`src/rtl/diag_mem_engine.sv`:
```
// diag_mem_engine: diagnostics controller sitting between an SPI byte slave
// and the shadow RAM port. It halts/resumes the CPU, serves config and status
// reads, and performs ranged RAM reads/writes protected by a CRC-32.
// All commands and data arrive one byte at a time on rx_dv/rx_byte.
//
// Ports:
//   fpga_clk, fpga_reset   clock and synchronous active-high reset
//   rx_dv, rx_byte         received byte strobe and data from the SPI slave
//   spi_cs_n               SPI select (synchronised); a rise aborts transfers
//   tx_dv, tx_byte         reply byte load strobe and data to the SPI slave
//   halt                   CPU halt request
//   mem_addr, mem_wdata    shadow RAM address and write data
//   mem_rdata              shadow RAM read data (MEM_LATENCY cycles behind)
//   mem_cs, mem_we         RAM port ownership and write strobe
//   config_in              board configuration value (zero-extended on reply)
//   status                 status of the last ranged command
module diag_mem_engine #(
  parameter int ADDR_WIDTH   = 16,
  parameter int MEM_LATENCY  = 1,
  parameter int CONFIG_WIDTH = 8
) (
  input  logic                    fpga_clk,
  input  logic                    fpga_reset,
  input  logic                    rx_dv,
  input  logic [7:0]              rx_byte,
  input  logic                    spi_cs_n,
  output logic                    tx_dv,
  output logic [7:0]              tx_byte,
  output logic                    halt,
  output logic [ADDR_WIDTH-1:0]   mem_addr,
  output logic [7:0]              mem_wdata,
  input  logic [7:0]              mem_rdata,
  output logic                    mem_cs,
  output logic                    mem_we,
  input  logic [CONFIG_WIDTH-1:0] config_in,
  output logic [7:0]              status
);

  localparam int ADDR_BYTES = (ADDR_WIDTH + 7) / 8;
  localparam int HDR_BYTES  = 2 * ADDR_BYTES;
  localparam logic [ADDR_WIDTH-1:0] ADDR_ONE = 1;
  localparam logic [ADDR_WIDTH:0]   REM_ONE  = 1;
  localparam logic [ADDR_WIDTH:0]   REM_FULL = {1'b1, {ADDR_WIDTH{1'b0}}};

  localparam logic [7:0] CMD_HALT   = 8'hAA;
  localparam logic [7:0] CMD_RESUME = 8'h55;
  localparam logic [7:0] CMD_READ   = 8'h66;
  localparam logic [7:0] CMD_WRITE  = 8'h99;
  localparam logic [7:0] CMD_CONFIG = 8'h77;
  localparam logic [7:0] CMD_STATUS = 8'h33;

  typedef enum logic [2:0] {
    RUNNING, HALTED, HDR, RD_FETCH, RD_WAIT, CRC_TX, WR_DATA, WR_CRC
  } stateT;

  stateT                 state_q, state_d;
  logic                  halt_q, halt_d;
  logic                  memCs_q, memCs_d;
  logic                  memWe_q, memWe_d;
  logic [ADDR_WIDTH-1:0] memAddr_q, memAddr_d;
  logic [7:0]            memWdata_q, memWdata_d;
  logic                  txDv_q, txDv_d;
  logic [7:0]            txByte_q, txByte_d;
  logic [7:0]            status_q, status_d;
  logic [31:0]           crc_q, crc_d;
  logic [31:0]           rxCrc_q, rxCrc_d;
  logic [ADDR_WIDTH:0]   remaining_q, remaining_d;
  logic [7:0]            hdrCnt_q, hdrCnt_d;
  logic [2:0]            latCnt_q, latCnt_d;
  logic [2:0]            byteIdx_q, byteIdx_d;
  logic                  isWrite_q, isWrite_d;
  logic                  csPrev_q;

  logic                  csRise;
  logic [7:0]            cfgByte;
  logic [31:0]           crcRd, crcWr, crcOut, rxCrcFull;
  logic [ADDR_WIDTH+7:0] addrShift, lenShift;

  // Bitwise reflected CRC-32 byte update; unrolls into one cycle of XOR logic.
  function automatic logic [31:0] crcByte(input logic [31:0] c, input logic [7:0] d);
    logic [31:0] r;
    r = c ^ {24'h0, d};
    for (int i = 0; i < 8; i++) begin
      r = r[0] ? ((r >> 1) ^ 32'hEDB88320) : (r >> 1);
    end
    return r;
  endfunction

  // Configuration value widened to a full reply byte.
  always_comb begin
    cfgByte = '0;
    cfgByte[CONFIG_WIDTH-1:0] = config_in;
  end

  assign csRise    = spi_cs_n & ~csPrev_q;
  assign crcRd     = crcByte(crc_q, mem_rdata);
  assign crcWr     = crcByte(crc_q, rx_byte);
  assign crcOut    = ~crc_q;
  assign rxCrcFull = {rxCrc_q[23:0], rx_byte};
  assign addrShift = {memAddr_q, rx_byte};
  assign lenShift  = {remaining_q[ADDR_WIDTH-1:0], rx_byte};

  // Next-state and output logic. A select rise during any ranged transfer
  // takes priority over a byte received in the same cycle.
  always_comb begin
    state_d     = state_q;
    halt_d      = halt_q;
    memCs_d     = memCs_q;
    memWe_d     = 1'b0;
    memAddr_d   = memAddr_q;
    memWdata_d  = memWdata_q;
    txDv_d      = 1'b0;
    txByte_d    = txByte_q;
    status_d    = status_q;
    crc_d       = crc_q;
    rxCrc_d     = rxCrc_q;
    remaining_d = remaining_q;
    hdrCnt_d    = hdrCnt_q;
    latCnt_d    = latCnt_q;
    byteIdx_d   = byteIdx_q;
    isWrite_d   = isWrite_q;

    // The write address advances only after its write strobe has been seen.
    if (memWe_q) memAddr_d = memAddr_q + ADDR_ONE;

    if (csRise && state_q != RUNNING && state_q != HALTED) begin
      memCs_d  = 1'b0;
      memWe_d  = 1'b0;
      status_d = 8'hA5;
      state_d  = HALTED;
    end else begin
      case (state_q)
        RUNNING: if (rx_dv) begin
          case (rx_byte)
            CMD_HALT:   begin halt_d = 1'b1; state_d = HALTED; end
            CMD_CONFIG: begin txDv_d = 1'b1; txByte_d = cfgByte; end
            CMD_STATUS: begin txDv_d = 1'b1; txByte_d = status_q; end
            CMD_READ, CMD_WRITE: begin
              status_d = 8'hEE;
              txDv_d   = 1'b1;
              txByte_d = 8'hEE;
            end
            default: ;
          endcase
        end
        HALTED: if (rx_dv) begin
          case (rx_byte)
            CMD_RESUME: begin halt_d = 1'b0; state_d = RUNNING; end
            CMD_CONFIG: begin txDv_d = 1'b1; txByte_d = cfgByte; end
            CMD_STATUS: begin txDv_d = 1'b1; txByte_d = status_q; end
            CMD_READ, CMD_WRITE: begin
              hdrCnt_d  = '0;
              isWrite_d = (rx_byte == CMD_WRITE);
              state_d   = HDR;
            end
            default: ;
          endcase
        end
        // Address bytes first, then length bytes; a zero length means the
        // full address space.
        HDR: if (rx_dv) begin
          if (hdrCnt_q < 8'(ADDR_BYTES)) memAddr_d = addrShift[ADDR_WIDTH-1:0];
          else remaining_d = {1'b0, lenShift[ADDR_WIDTH-1:0]};
          hdrCnt_d = hdrCnt_q + 8'd1;
          if (hdrCnt_q == 8'(HDR_BYTES - 1)) begin
            if (lenShift[ADDR_WIDTH-1:0] == '0) remaining_d = REM_FULL;
            memCs_d  = 1'b1;
            crc_d    = 32'hFFFFFFFF;
            latCnt_d = '0;
            state_d  = isWrite_q ? WR_DATA : RD_FETCH;
          end
        end
        RD_FETCH: begin
          if (latCnt_q == 3'(MEM_LATENCY)) begin
            txDv_d   = 1'b1;
            txByte_d = mem_rdata;
            crc_d    = crcRd;
            state_d  = RD_WAIT;
          end else begin
            latCnt_d = latCnt_q + 3'd1;
          end
        end
        // The host's filler byte shifts out the loaded data; the last one
        // also queues the first CRC byte.
        RD_WAIT: if (rx_dv) begin
          memAddr_d   = memAddr_q + ADDR_ONE;
          remaining_d = remaining_q - REM_ONE;
          if (remaining_q != REM_ONE) begin
            latCnt_d = '0;
            state_d  = RD_FETCH;
          end else begin
            txDv_d    = 1'b1;
            txByte_d  = crcOut[31:24];
            byteIdx_d = 3'd1;
            state_d   = CRC_TX;
          end
        end
        CRC_TX: if (rx_dv) begin
          txDv_d = 1'b1;
          if (byteIdx_q == 3'd4) begin
            txByte_d = 8'h00;
            memCs_d  = 1'b0;
            status_d = 8'h00;
            state_d  = HALTED;
          end else begin
            case (byteIdx_q)
              3'd1:    txByte_d = crcOut[23:16];
              3'd2:    txByte_d = crcOut[15:8];
              default: txByte_d = crcOut[7:0];
            endcase
            byteIdx_d = byteIdx_q + 3'd1;
          end
        end
        WR_DATA: if (rx_dv) begin
          memWdata_d  = rx_byte;
          memWe_d     = 1'b1;
          crc_d       = crcWr;
          remaining_d = remaining_q - REM_ONE;
          if (remaining_q == REM_ONE) begin
            byteIdx_d = '0;
            state_d   = WR_CRC;
          end
        end
        WR_CRC: if (rx_dv) begin
          rxCrc_d   = rxCrcFull;
          byteIdx_d = byteIdx_q + 3'd1;
          if (byteIdx_q == 3'd3) begin
            status_d = (rxCrcFull == crcOut) ? 8'h00 : 8'hC3;
            txDv_d   = 1'b1;
            txByte_d = (rxCrcFull == crcOut) ? 8'h00 : 8'hC3;
            memCs_d  = 1'b0;
            state_d  = HALTED;
          end
        end
        default: state_d = RUNNING;
      endcase
    end
  end

  // State register; reset drops any transfer in flight without writing.
  always_ff @(posedge fpga_clk) begin
    if (fpga_reset) begin
      state_q     <= RUNNING;
      halt_q      <= 1'b0;
      memCs_q     <= 1'b0;
      memWe_q     <= 1'b0;
      memAddr_q   <= '0;
      memWdata_q  <= '0;
      txDv_q      <= 1'b0;
      txByte_q    <= '0;
      status_q    <= '0;
      crc_q       <= '0;
      rxCrc_q     <= '0;
      remaining_q <= '0;
      hdrCnt_q    <= '0;
      latCnt_q    <= '0;
      byteIdx_q   <= '0;
      isWrite_q   <= 1'b0;
      csPrev_q    <= 1'b1;
    end else begin
      state_q     <= state_d;
      halt_q      <= halt_d;
      memCs_q     <= memCs_d;
      memWe_q     <= memWe_d;
      memAddr_q   <= memAddr_d;
      memWdata_q  <= memWdata_d;
      txDv_q      <= txDv_d;
      txByte_q    <= txByte_d;
      status_q    <= status_d;
      crc_q       <= crc_d;
      rxCrc_q     <= rxCrc_d;
      remaining_q <= remaining_d;
      hdrCnt_q    <= hdrCnt_d;
      latCnt_q    <= latCnt_d;
      byteIdx_q   <= byteIdx_d;
      isWrite_q   <= isWrite_d;
      csPrev_q    <= spi_cs_n;
    end
  end

  assign tx_dv     = txDv_q;
  assign tx_byte   = txByte_q;
  assign halt      = halt_q;
  assign mem_addr  = memAddr_q;
  assign mem_wdata = memWdata_q;
  assign mem_cs    = memCs_q;
  assign mem_we    = memWe_q;
  assign status    = status_q;

endmodule

```
`config.mk`:
```
export PLATFORM = sky130hd
export DESIGN_NAME = diag_mem_engine
export DESIGN_NICKNAME = d
export VERILOG_FILES = /design/src/rtl/diag_mem_engine.sv
export SDC_FILE = /design/constraint.sdc
export NUM_CORES = 1
export LEC_CHECK = 0
export CORE_AREA = 10 10 137 139
export DETAILED_ROUTE_END_ITERATION = 8
export DIE_AREA = 0 0 147 149
export PLACE_DENSITY = 0.79
export SYNTH_ARGS = -nofsm -noshare
export SYNTH_HDL_FRONTEND = slang
export SYNTH_SLANG_ARGS = --single-unit
```
`constraint.sdc`:
```
create_clock -name fpga_clk -period 3.3 [get_ports fpga_clk]
set_input_delay 0.33 -clock fpga_clk [delete_from_list [all_inputs] [get_ports fpga_clk]]
set_output_delay 0.33 -clock fpga_clk [all_outputs]
set_load 0.03 [all_outputs]
```
After elaboration in Yosys (flattened, before gate mapping)
Index checks and enable logic that the tools add are counted.
{ "classes": {"mux": 112, "add_sub_neg": 5, "n_reduce_logical": 36, "bitwise": 23, "n_eq_ne": 62, "n_lt_le_gt_ge": 1} }
{ "ops": {"columns": ["operator", "n"], "rows": [
  ["32-bit two-way mux", 20],
  ["13-bit NOT with 14-bit output", 16],
  ["8-bit two-way mux", 18],
  ["32-bit one-hot mux with 3 select lines", 1],
  ["17-bit two-way mux", 5],
  ["3-bit two-way mux", 27],
  ["16-bit two-way mux", 5],
  ["32-bit by 8-bit bitwise XOR with 32-bit output", 2],
  ["8-bit one-hot mux with 2 select lines", 3],
  ["8-bit one-hot mux with 3 select lines", 2],
  ["8-bit one-hot mux with 6 select lines", 1],
  ["3-bit != test (second input constant)", 13],
  ["2-bit != test (second input constant)", 18],
  ["17-bit one-hot mux with 2 select lines", 1],
  ["32-bit == test", 1],
  ["32-bit NOT", 1],
  ["16-bit one-hot mux with 2 select lines", 1],
  ["14-bit AND reduction", 2],
  ["7-bit AND reduction", 4],
  ["8-bit by 7-bit == test with 1-bit output (second input constant)", 3],
  ["3-bit one-hot mux with 8 select lines", 1],
  ["1-bit two-way mux", 21],
  ["17-bit by 1-bit == test with 1-bit output (second input constant)", 1],
  ["17-bit by 1-bit != test with 1-bit output (second input constant)", 1],
  ["other kinds (40)", 71]
]} }
{ "word_totals": {"wordCells": 258, "ff_bits": 136, "output_inout_bits": 44} }

Depth between registers and ports, before layout
{ "depth": {"word_depth": 19, "ltp_mapped": 11, "mapped_depth_nobuf": 9} }

Worst setup path after synthesis
OpenSTA, ideal clock, no wires.
{ "synth_timing": {"path_type": "register to register", "from": "reg hdrCnt_q[2]", "to": "reg remaining_q[14]", "required_time_ps": 3172, "synth_period_minus_slack_ps": 2576, "path_stages_with_launch": 9, "arrival_time_ps": 2449, "setup_slack_ps": 724, "cell_sequence": "dfxtp_1 or4_4 or4b_4 o41ai_4 buf_6 nor2_2 a22o_1 a22oi_1 nor2_1"} }
{ "synth_via": {"elab_chain_len": 6, "elab_cells_between_ends": 7, "cone_classes": "order compare: 1; eq/ne: 1; mux: 5"} }
{ "synth_lines": {"columns": ["element", "line_no", "rtl"], "rows": [
  ["start: declaration", "68", "logic [7:0] hdrCnt_q, hdrCnt_d;"],
  ["start signal: assignment", "273", "hdrCnt_q <= hdrCnt_d;"],
  ["8-bit by 2-bit less-than comparator with 1-bit output", "162", "if (hdrCnt_q < 8'(ADDR_BYTES)) memAddr_d = addrShift[ADDR_WIDTH-1:0];"],
  ["17-bit two-way mux", "162", null],
  ["17-bit two-way mux", "166", "if (lenShift[ADDR_WIDTH-1:0] == '0) remaining_d = REM_FULL;"],
  ["17-bit two-way mux *", "165", "if (hdrCnt_q == 8'(HDR_BYTES - 1)) begin"],
  ["17-bit two-way mux *", "161", "HDR: if (rx_dv) begin"],
  ["17-bit one-hot mux with 2 select lines *", "132", "case (state_q)"],
  ["end signal: assignment", "272", "remaining_q <= remaining_d;"],
  ["end: declaration", "67", "logic [ADDR_WIDTH:0] remaining_q, remaining_d;"]
]} }
Mark *: on every way between the ends. The rest lies on a longest branch, timed or not. The select of a mux whose other input is x is not followed.
A chain may end at the register's enable or synchronous reset.

Worst setup path after layout
Ends and elaborated chain as after synthesis.

==> metrics.txt <==
outcome completed; GR Util All Layers 0.2677; Main synth FF type dfxtp_1; detailed router's first-iteration violation count between 900 and 1000; kind of critical path flop to flop; simple-gate portion of the synthesized area 0.1875; root buffer cell clkbuf_16; hold buffer count at cts 0; Fmax 341.8 MHz; Synth Cell Area about 0.0092 mm²; H-tree Lvls 4; Num CTS Buffers 17; post-place setup slack around 0.29 ns; xor/xnor cell area share of the yosys netlist 0.1905; total core area ~0.016 mm²; vias per cell ~6.2; GRT overflow 0; register area share after synthesis 0.2902; largest family of logic cells by synthesized area compound AO/OA/AOI/OAI gates; ys async rst share 0; fin nets between 1000 and 1500; Gate Count Post-Synth 1170; Synth Area in Compound Gates 0.2047; Post-synth EDFFs 0; clk sinks roughly 130; initial antenna violation count 0; clk_skew roughly 0.015 ns; Max Buffers Root-to-Sink 2; worst setup margin between 0.3 and 0.4 ns; syn_nets ~1200; Post-CTS Resized 0; crit end category flop; max-cap violations 0; mux contribution to synthesized area 0.05522; Worst slew margin 0.2389; Ant. Diodes 0; Tightest Pin Transition roughly 1.1 ns; largest net degree at the start of global routing a little over 80; PD cells approximately 370 mW/mm²; layout cells sized above 1 0.1003; DRT Pass-1 Iters 5; die height ~150 µm; PortBufs 70; first-pass GRT wire length 47420 µm; final max-slew violation count 0; total negative setup slack 0 ns; Post-Syn Area per Cell roughly 7.8 µm²; Die Footprint roughly 0.022 mm²; most common cell after layout, fill and taps aside nor2_1; Final min period 2.925 ns; Yosys top cell by area dfxtp_1; final number of hold-violating endpoints 0; Req. time, crit path around 3.6 ns; vias in the first global route between 8000 and 9000; CP startpoint kind flop; DP Wirelength 21620 µm; clock-pin slew of the registers on the worst-case setup and hold paths 0.06 ns; area growth from synthesis to layout 17.81%; top cell type's share of synthesized area 0.2902; register bit total from synthesis 133; GPL Wtd Cong 0.9844; Synth area leaders dfxtp_1 (29%), xnor2_1 (9.9%), nor2_1 (6.9%); DR vias 9066; Post-DRT Antenna Nets 0; most frequent cells in the layout nor2_1 (169), dfxtp_1 (133), xnor2_1 (104); CTS tree yes; Post-Synth Adder-Cell Area 0.01909; critical-path maximum fanout 9; WL per Instance a little over 20 µm; Critical Path AT about 3.2 ns; worst-skew pair later-pin latency 0.44 ns; DRC 0; total of warnings raised by yosys 0; Finish-stage setup viols 0; Pleak around 0.0041 µW; Hold WC Path Type flop to flop; initial core utilization 0.5674; die width between 100 and 150 µm; library cells used by synthesis 67; row count 47; RSZ-0062 raised after global routing no; Final period util 0.8865; Post-Route WL 29790 µm; Max VDD drop 0.3713 mV; Setup Fix Bufs, Post-CTS 0; io pins approximately 70
final cells by class:
class	count	area, µm²
Inverter	31	116.4
Tap cell	220	275.3
Multi-Input combinational cell	919	6047
Timing Repair Buffer	131	1156
Fill cell	1438	5361
Clock inverter	12	106.4
Sequential cell	133	2663
Clock buffer	20	446.7
cells by family (layout without fill, tap and decap cells):
logic type / after synthesis / count (layout)
and+or+nand+nor: 374 / 374
AOI/OAI and AO/OA: 292 / 292
xor gates and xnor gates: 188 / 188
DFF: 133 / 133
buffers and inverters: 118 / 194
muxes: 50 / 50
adders and majority gates: 14 / 14
other: 1 / 1
cell usage after synthesis, drive strengths merged, types with 2 or more instances:
master	n
nor4bb	3
o22ai	58
nor2	172
a211o	4
xnor2	108
a221o	5
nand2b	11
and2	2
a21o	3
nor4	8
ha	14
nor3	32
dfxtp	133
or2	4
o21bai	2
a311oi	6
a31oi	7
o211ai	4
nor2b	8
nand2	70
mux2i	45
a221oi	13
a211oi	22
o31ai	4
inv	30
or4	6
and4	2
mux2	5
o21ai	45
a22o	4
nand3b	2
nand4	15
and3	4
o22a	2
or3	6
xor2	80
buf	14
a21oi	81
clkbuf	73
nand3	26
a22oi	21
o211a	2
o221ai	3
worst paths after layout:
check               from         endpoint  slack, ns  depth (start not counted)
max          hdrCnt_q[2]  remaining_q[14]       0.37                          7
min          latCnt_q[1]      latCnt_q[1]       0.47                          2
max reg2reg  hdrCnt_q[2]  remaining_q[14]       0.37                          7
min reg2reg  latCnt_q[1]      latCnt_q[1]       0.47                          2
report_power, final:
group          internal (µW)  total [µW]  leakage [µW]  switching, µW
clock network           1050        1820      0.000262            766
logic                    256         595       0.00280            339
registers               1620        1630       0.00107           13.1
total                   2920        4040       0.00413           1120
state kept, by name (all words and copies together), names as in the netlist:
signal	cells
mem_we	1
csPrev_q	1
tx_dv	1
mem_cs	1
halt	1
mem_wdata	8
hdrCnt_q	8
mem_addr	16
remaining_q	17
rxCrc_q	24
isWrite_q	1
status	5
tx_byte	8
crc_q	32
byteIdx_q	3
state_q	3
latCnt_q	3
critical path: stages (launching register included):
cell and delay (ns):
dfxtp_1 0.35, or4_4 0.56, or4b_4 0.61, o41ai_4 0.51, o21ai_1 0.31, o21bai_1 0.24, a22oi_1 0.14, nor2_1 0.06
stage by stage:
| step | utilization | area, µm² | total power [µW] | hold slack (ns) | std cells |
|---|---|---|---|---|---|
| after floorplan | - | 9176 | 2073 | 0.4366 | 1170 |
| after global placement | 0.6343 | 10260 | 2245 | 0.4613 | 1434 |
| after detailed placement | 0.6343 | 10260 | 2247 | 0.4625 | 1434 |
| after CTS | 0.6685 | 10810 | 4044 | 0.4709 | 1466 |
| after global routing | 0.6685 | 10810 | 4167 | 0.4821 | 1466 |
| final | 0.6685 | 10810 | 4042 | 0.4746 | 1466 |
per-layer routing:
metal  global-route usage  vias to the layer above  share of wire
met5                    0                        -              0
met4               0.1229                        0          0.038
met3              0.05704                       90          0.072
met2               0.4481                      431           0.49
met1               0.3238                     4296           0.40
li1                     -                     4249              -
No activity file was read; power rests on OpenSTA's default activity.
